[src/rtl/mix_columns_iter.sv]
`default_nettype none
// ============================================================================
//  Module   : mix_columns_iter
//  Purpose  : Iterative AES-128 MixColumns round stage. Sits between ShiftRows
//             and AddRoundKey. It mixes COLS_PER_CYCLE columns per clock and
//             needs N_ITER = 4/COLS_PER_CYCLE busy cycles per block. A bypass
//             request passes the state through unmixed with identical timing,
//             which serves the final AES round.
//  Optional : MIX_COLUMNS_INV_EN adds the 'inv' port. When it is set, the
//             block computes InvMixColumns. bypass takes priority over inv.
//  Ports    : clk             - rising-edge clock
//             reset           - asynchronous, active-high; clears all state
//             enable          - start request, sampled only while idle
//             bypass          - sampled with enable; 1 = copy state unmixed
//             inv             - (MIX_COLUMNS_INV_EN only) sampled with enable
//             in              - state in[row][col], ShiftRows layout
//             mixed_array_out - registered result [row][col]
//             busy            - high while a block is in flight
//             done            - one-cycle pulse when mixed_array_out updates
//  Revision : 1.0 - initial release
// ============================================================================
module mix_columns_iter #(
    parameter int COLS_PER_CYCLE = 1
) (
    input  logic                  clk,
    input  logic                  reset,
    input  logic                  enable,
    input  logic                  bypass,
`ifdef MIX_COLUMNS_INV_EN
    input  logic                  inv,
`endif
    input  logic [3:0][3:0][7:0]  in,
    output logic [3:0][3:0][7:0]  mixed_array_out,
    output logic                  busy,
    output logic                  done
);

    // ------------------------------------------------------------------------
    // Configuration
    // ------------------------------------------------------------------------
    localparam int N_ITER = 4 / COLS_PER_CYCLE;

    // The first column of the final iteration. For 4 columns per cycle this
    // value is 0, so the first busy edge is also the last one.
    localparam logic [1:0] C_LAST_COL = 2'(4 - COLS_PER_CYCLE);
    // The step wraps to 0 for 4 columns per cycle. This is harmless because
    // that configuration only needs a single iteration.
    localparam logic [1:0] C_COL_STEP = 2'(COLS_PER_CYCLE % 4);

    localparam logic [0:0] ST_IDLE = 1'b0;
    localparam logic [0:0] ST_BUSY = 1'b1;

    if ((COLS_PER_CYCLE != 1) && (COLS_PER_CYCLE != 2) && (COLS_PER_CYCLE != 4)) begin : g_bad_cols
        $error("mix_columns_iter: COLS_PER_CYCLE must be 1, 2 or 4");
    end

    // ------------------------------------------------------------------------
    // GF(2^8) helpers
    // ------------------------------------------------------------------------
    function automatic logic [7:0] xtime(input logic [7:0] x);
        xtime = {x[6:0], 1'b0} ^ (x[7] ? 8'h1B : 8'h00);
    endfunction

    // Multiply by a 4-bit constant. The constant is decomposed into the
    // chained powers x, 2x, 4x and 8x. This covers every coefficient of both
    // the forward matrix {2,3,1,1} and the inverse matrix {E,B,D,9}.
    function automatic logic [7:0] gmul(input logic [7:0] a, input logic [3:0] k);
        logic [7:0] x2, x4, x8;
        x2   = xtime(a);
        x4   = xtime(x2);
        x8   = xtime(x4);
        gmul = (k[0] ? a  : 8'h00) ^ (k[1] ? x2 : 8'h00) ^
               (k[2] ? x4 : 8'h00) ^ (k[3] ? x8 : 8'h00);
    endfunction

    // Mix one column a[row]. Each output row uses the coefficient row rotated
    // right by the row number.
    function automatic logic [3:0][7:0] mix_col(input logic [3:0][7:0] a, input logic inv_sel);
        logic [3:0] c0, c1, c2, c3;
        c0 = inv_sel ? 4'hE : 4'h2;
        c1 = inv_sel ? 4'hB : 4'h3;
        c2 = inv_sel ? 4'hD : 4'h1;
        c3 = inv_sel ? 4'h9 : 4'h1;
        mix_col[0] = gmul(a[0], c0) ^ gmul(a[1], c1) ^ gmul(a[2], c2) ^ gmul(a[3], c3);
        mix_col[1] = gmul(a[0], c3) ^ gmul(a[1], c0) ^ gmul(a[2], c1) ^ gmul(a[3], c2);
        mix_col[2] = gmul(a[0], c2) ^ gmul(a[1], c3) ^ gmul(a[2], c0) ^ gmul(a[3], c1);
        mix_col[3] = gmul(a[0], c1) ^ gmul(a[1], c2) ^ gmul(a[2], c3) ^ gmul(a[3], c0);
    endfunction

    // ------------------------------------------------------------------------
    // State
    // ------------------------------------------------------------------------
    logic [0:0]            state_q, state_d;
    logic [1:0]            col_q,   col_d;
    logic [3:0][3:0][7:0]  work_q,  work_d;
    logic [3:0][3:0][7:0]  out_q,   out_d;
    logic                  byp_q,   byp_d;
    logic                  done_q,  done_d;
    logic                  inv_mode;

`ifdef MIX_COLUMNS_INV_EN
    logic                  inv_q,   inv_d;
    assign inv_mode = inv_q;
`else
    assign inv_mode = 1'b0;
`endif

    // Results of the column lanes for the current iteration, indexed [lane][row].
    logic [COLS_PER_CYCLE-1:0][3:0][7:0] lane_res;

    // ------------------------------------------------------------------------
    // Column lanes: lane k works on column col_q + k of the working register.
    // ------------------------------------------------------------------------
    for (genvar k = 0; k < COLS_PER_CYCLE; k++) begin : g_lane
        localparam logic [1:0] C_K = 2'(k);
        logic [1:0]      lane_col;
        logic [3:0][7:0] lane_in;

        assign lane_col    = col_q + C_K;
        assign lane_in     = {work_q[3][lane_col], work_q[2][lane_col],
                              work_q[1][lane_col], work_q[0][lane_col]};
        assign lane_res[k] = byp_q ? lane_in : mix_col(lane_in, inv_mode);
    end

    // ------------------------------------------------------------------------
    // State register (FSM and datapath)
    // ------------------------------------------------------------------------
    always_ff @(posedge clk or posedge reset) begin
        if (reset) begin
            state_q <= ST_IDLE;
            col_q   <= 2'd0;
            work_q  <= '0;
            out_q   <= '0;
            byp_q   <= 1'b0;
            done_q  <= 1'b0;
`ifdef MIX_COLUMNS_INV_EN
            inv_q   <= 1'b0;
`endif
        end else begin
            state_q <= state_d;
            col_q   <= col_d;
            work_q  <= work_d;
            out_q   <= out_d;
            byp_q   <= byp_d;
            done_q  <= done_d;
`ifdef MIX_COLUMNS_INV_EN
            inv_q   <= inv_d;
`endif
        end
    end

    // ------------------------------------------------------------------------
    // Next-state logic
    // ------------------------------------------------------------------------
    always_comb begin
        state_d = state_q;
        case (state_q)
            ST_IDLE: if (enable) state_d = ST_BUSY;
            ST_BUSY: if (col_q == C_LAST_COL) state_d = ST_IDLE;
            default: state_d = ST_IDLE;
        endcase
    end

    // ------------------------------------------------------------------------
    // Datapath next values
    // ------------------------------------------------------------------------
    always_comb begin
        col_d  = col_q;
        work_d = work_q;
        out_d  = out_q;
        byp_d  = byp_q;
        done_d = 1'b0;
`ifdef MIX_COLUMNS_INV_EN
        inv_d  = inv_q;
`endif
        if (state_q == ST_IDLE) begin
            if (enable) begin
                work_d = in;
                byp_d  = bypass;
                col_d  = 2'd0;
`ifdef MIX_COLUMNS_INV_EN
                inv_d  = inv;
`endif
            end
        end else begin
            // The columns are updated in place. Later iterations only read
            // columns that have not been processed yet.
            for (int k = 0; k < COLS_PER_CYCLE; k++) begin
                for (int r = 0; r < 4; r++) begin
                    work_d[r][col_q + 2'(k)] = lane_res[k][r];
                end
            end
            col_d = col_q + C_COL_STEP;
            if (col_q == C_LAST_COL) begin
                // Publish the whole block at once. The output never shows a
                // partially mixed state.
                out_d  = work_d;
                done_d = 1'b1;
                col_d  = 2'd0;
            end
        end
    end

    // ------------------------------------------------------------------------
    // Outputs
    // ------------------------------------------------------------------------
    always_comb begin
        busy            = (state_q == ST_BUSY);
        done            = done_q;
        mixed_array_out = out_q;
    end

endmodule
`default_nettype wire

[config.mk]
export PLATFORM = sky130hd
export DESIGN_NAME = mix_columns_iter
export DESIGN_NICKNAME = d
export VERILOG_FILES = /design/src/rtl/mix_columns_iter.sv
export SDC_FILE = /design/constraint.sdc
export NUM_CORES = 1
export LEC_CHECK = 0
export CAP_MARGIN = 20
export CORE_UTILIZATION = 65
export CTS_CLUSTER_SIZE = 28
export DETAILED_ROUTE_END_ITERATION = 10
export DONT_BUFFER_PORTS = 1
export PLACE_DENSITY = 0.92
export SETUP_SLACK_MARGIN = 0.4
export SLEW_MARGIN = 10
export SYNTH_ARGS = -nofsm -noshare
export SYNTH_HDL_FRONTEND = slang
export SYNTH_SLANG_ARGS = --single-unit
[constraint.sdc]
create_clock -name clk -period 11.05 [get_ports clk]
set_clock_uncertainty 0.15 [all_clocks]
set_input_delay 1.6575 -clock clk [delete_from_list [all_inputs] [get_ports clk]]
set_output_delay 1.6575 -clock clk [all_outputs]
set_load 0.01 [all_outputs]
==> summary.txt, run 1 <==
Die area: 24660 µm²
CTS buffer count: 27
Footprint of the multi-input gates: 8468 µm²
I/O Pins: 262
Total Nets Final: 1514
Syn nets: 1622
DRC Markers: 0
Min-Delay Startpoint: mixed_array_out[44]$_DFFE_PP0P_
Top cell family by delay on the critical path: buffers and inverters
CP max-delay cell: clkinv_2
Root buf cell: clkbuf_16
Core area: 23540 µm²
Distinct cells, synth: 30
CP arrival: 4350 ps
Worst rel slew slack: 22.84%
Post-CTS setup buffer count: 0
WS Path Type: flop to flop
Fraction of layout cells with a size suffix above 1: 17.63%
GRT Total Usage: 39.77%
TritonRoute pass-1 iters: 6
Worst setup EP type: flop
Fill cells: 1630
Hold crit path type: flop to flop
Total Wirelength: 49060 µm
Hold buffer count at CTS: 0
Hold slack final: 411.7 ps
FF/Latch Area: 6538 µm²
Critical Path Most Common Cell: buf_4
Stages on the worst setup path: 6
# port buffers: 0
Sequential-to-total area share from yosys stat: 41.80%
CTS tree: done
Largest fanout on the critical path: 85
DR iter-0 viols: 1638
Antenna violations before repair: 0
Seq cells post-synth: 261
H-tree depth: 1
Worst Tran Pin Value: 1157 ps
Critical Path Start: busy$_DFF_PP0_
Synth Warn #: 0
DP Worst Slack: 7077 ps
Ant. Diodes: 0
First-pass GRT wire length: 74280 µm
Syn Inst Count: 1486
Mean Syn Cell Area: 10.52 µm²
WHS Path Cells: 2
R2R cell count: 6
Largest stage delay on the critical path: 930 ps
DP HPWL: 30500 µm
Vias in the first global route: 12900
Buffer and inverter count on the worst path: 3
Status: finished, final reports clean
Worst endpoint required time: 11280 ps
CTS sink count: 261
Worst-path clk slew: 60 ps
Via count: 12809
# Max-Cap Violations: 0
Layout Area Growth over Synthesis: 5.573%
RSZ-0062 raised after global routing: false
Row cnt: 56
Startpoint Class: flop
Overflow after GRT: 0
Via density: 7.473
Final Hold Vio Count: 0
Worst setup margin: 6930 ps
Initial Util: 66.37%
Placer's final routability congestion estimate: 0.8994
Slew Viols, Final: 0
Pin count of the biggest net entering global routing: 126
Maximum root-to-sink buffer count: 3
Post-DRT Antenna Nets: 0
Final setup fails: 0
Min Tclk post-route: 4120 ps
Final TNS setup: 0 ps
Routed length per instance: 28.62 µm
Skew-Pair Late Insertion Delay: 540 ps
Reg2reg start: busy$_DFF_PP0_
Post-route clock period utilization: 37.28%
Worst-path cell chain: nand2_4 -> clkinv_2 -> buf_4 -> nand2b_1 -> buf_4 -> o21ai_0
Mapped cell area: 15630 µm²
DIE HEIGHT: 157.1 µm
Achievable Freq: 242.7 MHz
Die width: 157.1 µm
CTS resizes: 0
## metrics by stage
stage / util, % / instance area, µm² / instances
finish: 70.07 / 16500 / 1714
global placement: 66.11 / 15560 / 1668
floorplan: - / 15630 / 1486
CTS: 70.07 / 16500 / 1714
global route: 70.07 / 16500 / 1714
detailed placement: 66.11 / 15560 / 1668
## layout make-up
class                   instances  share of cell area [%]
multi-input cells            1066                   51.33
flip-flops and latches        261                   39.63
clock buffers                  35                   4.399
well taps                     319                   2.419
clock inverters                11                   1.259
repair buffers                 18                  0.8191
inverters                       4                  0.1441
## synth_stat cells
| library cell | number | area share [%] |
|---|---|---|
| xor3_1 | 8 | 1.2 |
| and2_1 | 27 | 1.1 |
| xnor3_1 | 31 | 4.5 |
| mux2_2 | 5 | 0.36 |
| xnor2_2 | 11 | 1.1 |
| nand2_1 | 137 | 3.3 |
| clkbuf_1 | 138 | 3.3 |
| xnor2_1 | 27 | 1.5 |
| o21ai_0 | 111 | 3.6 |
| o22ai_1 | 129 | 5.2 |
| xor2_1 | 2 | 0.11 |
| xnor2_4 | 2 | 0.35 |
| buf_4 | 4 | 0.19 |
| buf_2 | 6 | 0.19 |
| mux4_2 | 32 | 4.6 |
| o21ai_1 | 17 | 0.54 |
| nand2b_1 | 4 | 0.16 |
| buf_1 | 3 | 0.072 |
| and2_0 | 5 | 0.20 |
| nor2_1 | 1 | 0.024 |
| buf_6 | 4 | 0.29 |
| mux2i_1 | 128 | 8.2 |
| a21oi_1 | 32 | 1.0 |
| o221ai_1 | 96 | 5.4 |
| inv_1 | 4 | 0.096 |
| dfrtp_1 | 261 | 42 |
| o21bai_1 | 128 | 6.1 |
| o31ai_1 | 1 | 0.048 |
| ha_1 | 4 | 0.32 |
| or2_2 | 128 | 5.1 |
## flip-flops by register name, summed over array words and instances, names as in the netlist
signal and flops:
done 1, mixed_array_out 128, col_q 2, busy 1
byp_q 1, work_q 128
## worst register-to-register path: cells and delay by family (launching register included)
family | cells | cell delay [ps]
buffers and inverters | 3 | 2070
and+or+nand+nor | 2 | 930
DFF | 1 | 590
AOI/OAI and AO/OA | 1 | 230
## layer usage
layer / vias up / track usage [%] / routed length [µm] / part of all wire, %
met5: - / 0 / 0 / 0
met3: 214 / 12.78 / 6714 / 14
met2: 1059 / 59.92 / 22070 / 45
met1: 6267 / 50.27 / 17460 / 36
li1: 5269 / - / - / -
met4: 0 / 23.99 / 2814 / 5.7
## cells in the final DEF, fill, tap and decap left out, types with 3 or more instances in the layout
master | Yosys | final
or2_2 | 128 | 128
mux2_2 | 5 | 5
nand2_1 | 137 | 136
dfrtp_1 | 261 | 258
o22ai_1 | 129 | 129
clkbuf_16 | 0 | 27
o21ai_1 | 17 | 17
and2_0 | 5 | 5
xnor2_2 | 11 | 11
mux4_2 | 32 | 32
clkinv_2 | 0 | 5
nand2b_1 | 4 | 3
and2_1 | 27 | 27
xor3_1 | 8 | 8
a21oi_1 | 32 | 32
o221ai_1 | 96 | 96
o21ai_0 | 111 | 111
bufinv_16 | 0 | 6
buf_4 | 4 | 18
o21bai_1 | 128 | 128
xnor2_1 | 27 | 27
mux2i_1 | 128 | 128
xnor3_1 | 31 | 31
ha_2 | 0 | 3
clkbuf_1 | 138 | 6
## kinds of logic after synthesis
kind of cell	synth area share, %
and+or+nand+nor	9.881
muxes	13.17
AOI/OAI and AO/OA	21.87
adders and majority gates	0.3203
buffers and inverters	4.156
xor gates and xnor gates	8.808
DFF	41.80
## worst paths after layout
path / end / slack, ps
max: mixed_array_out[94]$_DFFE_PP0P_ / 6930
min: mixed_array_out[44]$_DFFE_PP0P_ / 410
max reg2reg: mixed_array_out[94]$_DFFE_PP0P_ / 6930
min reg2reg: mixed_array_out[44]$_DFFE_PP0P_ / 410
max in group asynchronous: col_q[0]$_DFFE_PP0P_ / 8130
min in group asynchronous: work_q[35]$_DFFE_PP0P_ / 970
Power of run 1 is left out: the tool's default activity adds up to more than one toggle a clock period on the data nets, which glitch-free logic cannot reach.
==> run 2, diff against run 1 <==
- CORE_UTILIZATION: 65 -> 59
- PLACE_DENSITY: 0.92 -> 0.89
- clock period: 11.05 -> 3.4 ns (I/O delays scaled with it)
==> run 2 against run 1 <==
Against the previous run:
- wire length grew 4.4%
- critical path depth unchanged
- maximum frequency rose by 39%
- final area up 3.1%
- utilization down 4.6 points
- via count rose by 3.5%
- die area is 10% higher
- global-route usage is 2.6 points lower
- register-to-register slack lost 6500 ps
- non-clock buffer count increased by 47
- worst setup slack worse by 6500 ps
- critical path type unchanged
- largest cell class unchanged
==> summary.txt, run 2 (same netlist as run 1, synthesis figures left out) <==
Via density: 7.441
Finished Cell Area: 17010 µm²
Maximum root-to-sink buffer count: 3
Worst setup EP type: flop
Worst endpoint required time: 3690 ps
Layout Area Growth over Synthesis: 8.840%
DR iter-0 viols: 2013
I/O Pins: 262
CTS tree: done
Placed instance area: 15970 µm²
First-pass GRT wire length: 76160 µm
Fraction of layout cells with a size suffix above 1: 20.69%
Commonest non-fill, non-tap cells in the layout: 258 x dfrtp_1, 136 x nand2_1, 129 x o22ai_1
Post-DRT Antenna Nets: 0
DRC Markers: 0
Min-Delay Startpoint: in[32]
Total Nets Final: 1561
Core area: 25980 µm²
Status: finished, final reports clean
Die area: 27140 µm²
CTS sink count: 261
Largest fanout on the critical path: 14
Slew Viols, Final: 0
Final setup fails: 0
Post-route clock period utilization: 87.25%
Total Wirelength: 51200 µm
Critical R2R Capture: mixed_array_out[9]$_DFFE_PP0P_
WS Path Type: flop to flop
Hold crit path type: primary input to flop
# Max-Cap Violations: 0
Routed length per instance: 28.75 µm
Vias in the first global route: 13098
R2R cell count: 6
Root buf cell: clkbuf_16
Most common cell after layout, fill and taps aside: dfrtp_1
Via count: 13252
Placer's final routability congestion estimate: 0.8858
CTS buffer count: 27
H-tree depth: 1
Worst rel slew slack: 34.27%
Min Tclk post-route: 2967 ps
Hold Path Sink: work_q[32]$_DFFE_PP0P_
CP arrival: 3260 ps
Overflow after GRT: 0
Worst-path clk slew: 60 ps
DIE HEIGHT: 164.7 µm
Initial Util: 60.14%
RSZ-0062 raised after global routing: true
Skew-Pair Late Insertion Delay: 550 ps
Worst Tran Pin Value: 983.9 ps
Pin count of the biggest net entering global routing: 193
TritonRoute pass-1 iters: 6
Final Hold Vio Count: 0
GRT Total Usage: 37.12%
Achievable Freq: 337.1 MHz
Antenna violations before repair: 3
Reg2reg start: col_q[0]$_DFFE_PP0P_
Row cnt: 59
Die width: 164.7 µm
DP HPWL: 32820 µm
Startpoint Class: flop
# port buffers: 0
WHS Path Cells: 3
Setup slack, reg-to-reg: 430 ps
[run 2: cell types whose count changed in the layout (fill, tap and decap cells not counted), moves of 3 or more]
cell	change
dlygate4sd3_1	+3
buf_4	+29
clkbuf_8	+5
xnor3_2	+4
xnor3_1	-4
clkinv_2	+4
buf_6	+4
bufinv_16	-4
buf_12	+11
[run 2: layout make-up]
type,instances,area (µm²)
Fill cell,1814,8977
Multi-Input combinational cell,1066,8484
Sequential cell,261,6543
Clock buffer,39,790.8
Timing Repair Buffer,65,648.1
Tap cell,335,419.2
Clock inverter,10,100.1
Inverter,4,20.02
Antenna cell,1,2.502
[run 2: worst max path at each step]
stage	startpoint	end	slack [ps]	cells past startpoint
detailed placement	col_q[1]$_DFFE_PP0P_	mixed_array_out[9]$_DFFE_PP0P_	350	5
floorplan	reset	busy$_DFF_PP0_	-700	1
global placement	col_q[1]$_DFFE_PP0P_	mixed_array_out[46]$_DFFE_PP0P_	410	5
CTS	col_q[0]$_DFFE_PP0P_	mixed_array_out[83]$_DFFE_PP0P_	430	5
global route	col_q[0]$_DFFE_PP0P_	mixed_array_out[69]$_DFFE_PP0P_	330	5
finish	col_q[0]$_DFFE_PP0P_	mixed_array_out[9]$_DFFE_PP0P_	430	6
[run 2: metrics by stage]
stage / util (%) / setup TNS (ps) / std cells / setup slack, ps / hold WS (ps)
detailed placement: 61.47 / 0 / 1718 / 354.6 / 393.4
CTS: 65.06 / 0 / 1770 / 426.5 / 132.6
floorplan: - / -183110 / 1486 / -701.6 / 374.1
finish: 65.45 / 0 / 1781 / 433.4 / 128.3
global route: 65.45 / 0 / 1781 / 333.1 / 144.7
global placement: 61.47 / 0 / 1718 / 406.2 / 395.4
[run 2: routing by layer]
layer | GRT usage [%] | share of wire, %
met3 | 13.39 | 15
met1 | 45.91 | 34
met5 | 0 | 0.023
met4 | 20.98 | 6.6
met2 | 56.34 | 44
[run 2: what timing repair did]
item | in CTS | in global routing
resized for setup | 4 | 8
buffers inserted | 0 | 10
setup endpoints to repair | 38 | 88
gates cloned | 0 | 0
endpoints found under the hold margin | 28 | 0
pin swaps | 0 | 0
hold buffers | 3 | 0
[run 2: worst max-delay path: stages (launching register included)]
cell,delay [ps]
dfrtp_4,590
buf_4,270
buf_4,200
mux4_2,450
xnor2_2,330
xnor3_2,610
o221ai_1,250
Power of run 2 is left out for the same reason.
